[config.mk]
export PLATFORM = sky130hd
export DESIGN_NAME = reg_writeback
export DESIGN_NICKNAME = d
export VERILOG_FILES = /design/src/rtl/wb_pkg.sv /design/src/rtl/wb_fifo.sv /design/src/rtl/reg_writeback.sv
export SDC_FILE = /design/constraint.sdc
export NUM_CORES = 1
export LEC_CHECK = 0
export ABC_AREA = 0
export BUFFER_PORTS_ARGS = -buffer_cell sky130_fd_sc_hd__buf_4
export CORE_UTILIZATION = 45
export CTS_CLUSTER_SIZE = 10
export DETAILED_ROUTE_END_ITERATION = 12
export PLACE_DENSITY = 0.77
export SYNTH_ARGS = -nofsm -noshare
export SYNTH_HDL_FRONTEND = slang
export SYNTH_SLANG_ARGS = --single-unit
[constraint.sdc]
create_clock -name clock -period 5.7 [get_ports clock]
set_clock_uncertainty 0.05 [all_clocks]
set_input_delay 1.14 -clock clock [delete_from_list [all_inputs] [get_ports clock]]
set_output_delay 1.14 -clock clock [all_outputs]
set_load 0.02 [all_outputs]
[src/rtl/wb_pkg.sv]
// Shared types and constants for the register-file write-back path.
package wb_pkg;

  localparam int WB_DATA_W = 18;
  localparam int WB_ADDR_W = 4;
  localparam int WB_DEPTH  = 4;

  typedef struct packed {
    logic [WB_ADDR_W-1:0] addr;
    logic [WB_DATA_W-1:0] data;
  } wb_entry_t;

  localparam logic RR_ALU = 1'b0;
  localparam logic RR_MEM = 1'b1;

endpackage

[src/rtl/wb_fifo.sv]
// In-order write-back FIFO: {addr, data} storage with extended pointers plus an
// oldest-first view of the slots so the forwarding scan sees age order across the wrap.
module wb_fifo
  import wb_pkg::*;
#(
  parameter int DATA_W = WB_DATA_W,
  parameter int ADDR_W = WB_ADDR_W,
  parameter int DEPTH  = WB_DEPTH,
  localparam int PTR_W = $clog2(DEPTH)
) (
  input  logic                         clock,
  input  logic                         reset,
  input  logic                         push_i,
  input  logic [ADDR_W-1:0]            push_addr_i,
  input  logic [DATA_W-1:0]            push_data_i,
  input  logic                         pop_i,
  output logic                         empty_o,
  output logic                         full_o,
  output logic [PTR_W:0]               count_o,
  output logic [ADDR_W-1:0]            head_addr_o,
  output logic [DATA_W-1:0]            head_data_o,
  output logic [DEPTH-1:0]             age_valid_o,
  output logic [DEPTH-1:0][ADDR_W-1:0] age_addr_o,
  output logic [DEPTH-1:0][DATA_W-1:0] age_data_o
);

  localparam logic [PTR_W:0]    PTR_ZERO  = {(PTR_W+1){1'b0}};
  localparam logic [PTR_W:0]    PTR_ONE   = {{PTR_W{1'b0}}, 1'b1};
  localparam logic [PTR_W:0]    FULL_CNT  = (PTR_W+1)'(DEPTH);
  localparam logic [ADDR_W-1:0] ADDR_ZERO = {ADDR_W{1'b0}};
  localparam logic [DATA_W-1:0] DATA_ZERO = {DATA_W{1'b0}};

  logic [PTR_W:0]    wr_ptr_q, wr_ptr_d, rd_ptr_q, rd_ptr_d, count_s;
  logic              push_s, pop_s;
  logic [ADDR_W-1:0] addr_mem_q [DEPTH];
  logic [DATA_W-1:0] data_mem_q [DEPTH];

  assign count_s = wr_ptr_q - rd_ptr_q;
  assign empty_o = (count_s == PTR_ZERO);
  assign full_o  = (count_s == FULL_CNT);
  assign count_o = count_s;
  assign push_s  = push_i && !full_o;
  assign pop_s   = pop_i && !empty_o;

  // Pointer advance; push and pop may both happen in one cycle.
  always_comb begin
    wr_ptr_d = wr_ptr_q;
    rd_ptr_d = rd_ptr_q;
    if (push_s) begin
      wr_ptr_d = wr_ptr_q + PTR_ONE;
    end else begin
      wr_ptr_d = wr_ptr_q;
    end
    if (pop_s) begin
      rd_ptr_d = rd_ptr_q + PTR_ONE;
    end else begin
      rd_ptr_d = rd_ptr_q;
    end
  end

  // Pointer registers.
  always_ff @(posedge clock) begin
    if (reset) begin
      wr_ptr_q <= PTR_ZERO;
      rd_ptr_q <= PTR_ZERO;
    end else begin
      wr_ptr_q <= wr_ptr_d;
      rd_ptr_q <= rd_ptr_d;
    end
  end

  // Slot storage: unoccupied slots are masked wherever they are read, so no reset.
  always_ff @(posedge clock) begin
    if (push_s) begin
      addr_mem_q[wr_ptr_q[PTR_W-1:0]] <= push_addr_i;
      data_mem_q[wr_ptr_q[PTR_W-1:0]] <= push_data_i;
    end
  end

  assign head_addr_o = empty_o ? ADDR_ZERO : addr_mem_q[rd_ptr_q[PTR_W-1:0]];
  assign head_data_o = empty_o ? DATA_ZERO : data_mem_q[rd_ptr_q[PTR_W-1:0]];

  for (genvar k = 0; k < DEPTH; k++) begin : g_age
    logic [PTR_W-1:0] idx_s;
    assign idx_s          = rd_ptr_q[PTR_W-1:0] + PTR_W'(k);
    assign age_valid_o[k] = ((PTR_W+1)'(k) < count_s);
    assign age_addr_o[k]  = addr_mem_q[idx_s];
    assign age_data_o[k]  = data_mem_q[idx_s];
  end

endmodule

[src/rtl/reg_writeback.sv]
// Write-back sequencer: arbitrates ALU and load results into an in-order FIFO,
// drains it onto the register-file write port and serves decode-stage forwarding.
module reg_writeback
  import wb_pkg::*;
#(
  parameter int DATA_W = WB_DATA_W,
  parameter int ADDR_W = WB_ADDR_W,
  parameter int DEPTH  = WB_DEPTH,
  localparam int CNT_W = $clog2(DEPTH) + 1
) (
  input  logic              clock,
  input  logic              reset,
  input  logic              alu_valid,
  output logic              alu_ready,
  input  logic [ADDR_W-1:0] alu_addr,
  input  logic [DATA_W-1:0] alu_data,
  input  logic              mem_valid,
  output logic              mem_ready,
  input  logic [ADDR_W-1:0] mem_addr,
  input  logic [DATA_W-1:0] mem_data,
  input  logic              wb_hold,
  output logic              WE,
  output logic [ADDR_W-1:0] DstAddr,
  output logic [DATA_W-1:0] wb_data,
  input  logic [ADDR_W-1:0] fwd_addr,
  output logic              fwd_hit,
  output logic [DATA_W-1:0] fwd_data,
  output logic [CNT_W-1:0]  count
);

  localparam logic [DATA_W-1:0] DATA_ZERO = {DATA_W{1'b0}};

  logic                         full_s, empty_s, we_s, push_s;
  logic                         alu_grant_s, mem_grant_s;
  logic                         rr_q, rr_d;
  logic [ADDR_W-1:0]            push_addr_s;
  logic [DATA_W-1:0]            push_data_s;
  logic [DEPTH-1:0]             age_valid_s, match_s;
  logic [DEPTH-1:0][ADDR_W-1:0] age_addr_s;
  logic [DEPTH-1:0][DATA_W-1:0] age_data_s;

  // Arbitration: a full FIFO blocks both producers even if it pops this cycle.
  always_comb begin
    alu_grant_s = 1'b0;
    mem_grant_s = 1'b0;
    rr_d        = rr_q;
    if (full_s) begin
      alu_grant_s = 1'b0;
      mem_grant_s = 1'b0;
      rr_d        = rr_q;
    end else if (alu_valid && mem_valid) begin
      alu_grant_s = (rr_q == RR_ALU);
      mem_grant_s = (rr_q == RR_MEM);
      rr_d        = ~rr_q;
    end else begin
      alu_grant_s = alu_valid;
      mem_grant_s = mem_valid;
      rr_d        = rr_q;
    end
  end

  // Round-robin pointer, moves only after a contended grant.
  always_ff @(posedge clock) begin
    if (reset) begin
      rr_q <= RR_ALU;
    end else begin
      rr_q <= rr_d;
    end
  end

  assign push_s      = alu_grant_s || mem_grant_s;
  assign push_addr_s = alu_grant_s ? alu_addr : mem_addr;
  assign push_data_s = alu_grant_s ? alu_data : mem_data;
  assign we_s        = !empty_s && !wb_hold;
  assign alu_ready   = alu_grant_s;
  assign mem_ready   = mem_grant_s;
  assign WE          = we_s;

  wb_fifo #(
    .DATA_W(DATA_W),
    .ADDR_W(ADDR_W),
    .DEPTH (DEPTH)
  ) u_fifo (
    .clock      (clock),
    .reset      (reset),
    .push_i     (push_s),
    .push_addr_i(push_addr_s),
    .push_data_i(push_data_s),
    .pop_i      (we_s),
    .empty_o    (empty_s),
    .full_o     (full_s),
    .count_o    (count),
    .head_addr_o(DstAddr),
    .head_data_o(wb_data),
    .age_valid_o(age_valid_s),
    .age_addr_o (age_addr_s),
    .age_data_o (age_data_s)
  );

  // Forwarding: scan oldest to youngest so the youngest match is the one left standing.
  always_comb begin
    match_s  = {DEPTH{1'b0}};
    fwd_hit  = 1'b0;
    fwd_data = DATA_ZERO;
    for (int k = 0; k < DEPTH; k++) begin
      match_s[k] = age_valid_s[k] && (age_addr_s[k] == fwd_addr);
      fwd_hit    = fwd_hit || match_s[k];
      fwd_data   = match_s[k] ? age_data_s[k] : fwd_data;
    end
  end

endmodule

==> flow_summary_export.csv <==
group,metric,value,unit
run_status,outcome,"finished, final reports clean",
global_routing,grt_use_total,21.3,%
global_routing,grt_pass1_vias,4637,
synthesis,yosys_warnings,0,
synthesis,synth.distinct_cells,48,
power_and_ir_drop,total_power,0.00469,W
clock_tree,postCtsHoldBufs,0,
drt,ant_nets,0,
global_routing,antenna_found_initial,0,
synthesis,syn_avg_cell_area,15.9,um^2
finish,area_growth,15.3,%
timing,finalHoldViolations,0,
drt,routed_via_density,6.42,
clock_tree,clk_latency,340,ps
finish,drive_gt1_share,44.7,%
clock_tree,cts_buffers,9,
drt,routedWlPerCell,22.8,um
setup_path,cp_slowest_cell,"dfxtp_1",
synthesis,synth_top_area_share,39.3,%
global_routing,grt-ovfl-total,0,
timing,fin_setup_tns,0,ps
finish,nets,570,
placed_design,portBuffers,99,
die,initial_core_util,46.2,%
drt,first_pass_iters,5,
die,fp.dieW,124,um
setup_path,cp.arrival,4030,ps
timing,slew_headroom,32.4,%
setup_path,start_kind,"flop",
setup_path,crit_chain,"ha_2 > buf_4 > mux4_2 > xnor2_1 > nand3_2 > buf_4 > o2111ai_1 > o221a_1 > buf_4",
die,num_rows,44,
timing,grt_setup_unrepaired,"no",
synthesis,postSynth.asyncResetShare,0,%
drt,drt_iter0_drc,378,
synthesis,synth-edff-count,88,
clock_tree,clk_pin_slew,60,ps
setup_path,crit_top_cell,"buf_4",
setup_path,endpoint_kind,"output pin",
clock_tree,htreeDepth,3,
synthesis,netlist.top_cell.by_area,"edfxtp_1",
finish,design_area,7750,um^2
job,drv_cap,0,
timing,holdWs,456,ps
clock_tree,post-cts-setup-buffer-count,0,
setup_path,critPathMaxStageDelay,690,ps
drt,route.detailed.drc,0,
timing,fin_crit,5220,ps
clock_tree,cts_sinks,97,
die,coreArea,14500,um^2
setup_path,crit_type,"flop to output pin",
die,die_area,15400,um^2
clock_tree,cts_resized,0,
placed_design,dpl_cell_area,7500,um^2
power_and_ir_drop,powerDensity,605,nW/um^2
global_routing,grt_max_degree,41,
synthesis,ys.flop_type,"edfxtp_1",
die,ios,100,
clock_tree,cts_max_path_buffers,2,
setup_path,path_max_fanout,28,
placed_design,gp_congestion,0.871,
synthesis,synth_seq_cells,97,
setup_path,worstPathRequired,4510,ps
setup_path,critical-path-top-delay-family,"buffers and inverters",
die,fp.dieH,124,um
synthesis,synth_area_leaders,"edfxtp_1 39%, mux4_2 21%, mux4_1 6.6%",
finish,final_cell_mix,"114 x buf_4, 88 x edfxtp_1, 64 x mux4_2",
timing,fmax,191,MHz
timing,tightest_slew,1010,ps
min_path,hold_path.class,"flop to flop",
placed_design,placed_cells,683,
synthesis,synth_area,6720,um^2
finish,layout.cells.most_common,"buf_4",
clock_tree,cts_tree,"yes",
finish,final_cells,699,
timing,min_period_over_period,91.6,%
synthesis,yosysSeqAreaShare,42.0,%
clock_tree,root_buffer,"clkbuf_16",
drt,routed_wl,15.9,mm
timing,final-setup-viol-count,0,
setup_path,crit_buf_inv,3,
timing,final_max_slew_viol_count,0,
finish,antenna_cells,0,
synthesis,synthCells,422,
power_and_ir_drop,p_leak,2.76,nW
global_routing,grt_pass1_wl,25.4,mm
synthesis,syn-num-nets,482,
placed_design,dp_hpwl,10.7,mm
power_and_ir_drop,peakVddDrop,280,uV
drt,dr_total_vias,4487,
## kinds of logic (layout without fill, tap and decap cells)
| kind of cell | after synthesis | after routing | share of synthesized area [%] |
|---|---|---|---|
| AND/OR/NAND/NOR | 72 | 72 | 5.59 |
| multiplexers | 115 | 115 | 34.5 |
| XOR/XNOR | 24 | 24 | 3.44 |
| buffers and inverters | 61 | 154 | 6.39 |
| AO/OA/AOI/OAI | 46 | 46 | 6.70 |
| adder cells (fa/ha/maj) | 7 | 7 | 1.41 |
| flip-flops | 97 | 97 | 42.0 |
## Yosys cell counts (all sizes together), types with 8 or more instances
master and n:
o2111ai 17, xnor2 11, edfxtp 88, nand3 21, dfxtp 9, buf 24
mux2 22, nor2 27, mux2i 8, xor2 12, mux4 85, clkbuf 12
inv 24, o221a 17
## routing by layer
layer,share of wire (%),up-vias,GRT usage [%]
li1,-,1939,-
met1,38,2306,28.0
met2,52,221,35.7
met3,7.5,21,2.84
met4,1.8,0,8.36
met5,0,-,0
## worst reg2reg max path: stages, from the launching register on
cell	delay [ps]
dfxtp_4	480
ha_1	280
fa_1	380
xnor3_1	350
inv_1	170
nand2_1	170
nand2_1	110
a21oi_4	210
buf_4	380
mux2_2	450
## state kept, by name, summed over array words and instances, names as in the netlist, named ones only
name               cells
u_fifo.data_mem_q     72
u_fifo.addr_mem_q     16
u_fifo.rd_ptr_q        3
u_fifo.wr_ptr_q        3
rr_q                   1
## stage by stage
| stage | util, % | worst slack, ps |
|---|---|---|
| finish | 53.3 | 477 |
| global route | 53.3 | 243 |
| CTS | 53.3 | 516 |
| detailed placement | 51.6 | 895 |
| global placement | 51.6 | 1020 |
| floorplan | - | 1570 |
## area by class of cell
type	instances	area [um^2]
inverters	24	90.1
clock buffers	10	229
well taps	184	230
flip-flops and latches	97	2830
multi-input cells	264	3490
repair buffers	114	856
clock inverters	6	25.0
fillers	1172	6780
## worst paths after layout
| path | startpoint | end | slack, ps | depth (start not counted) |
|---|---|---|---|---|
| hold reg to reg | rr_q | rr_q | 460 | 2 |
| setup / recovery | u_fifo.rd_ptr_q[1] | fwd_data[5] | 480 | 9 |
| setup reg to reg | u_fifo.rd_ptr_q[0] | u_fifo.addr_mem_q[2][2] | 2410 | 9 |
| hold / removal | rr_q | rr_q | 460 | 2 |
## report_power, final
group / total, W / internal, W / switching, W
registers: 0.00130 / 0.00106 / 0.000233
logic: 0.00286 / 0.00135 / 0.00151
clock network: 0.000531 / 0.000288 / 0.000243
Power figures use the tool's default switching activity.
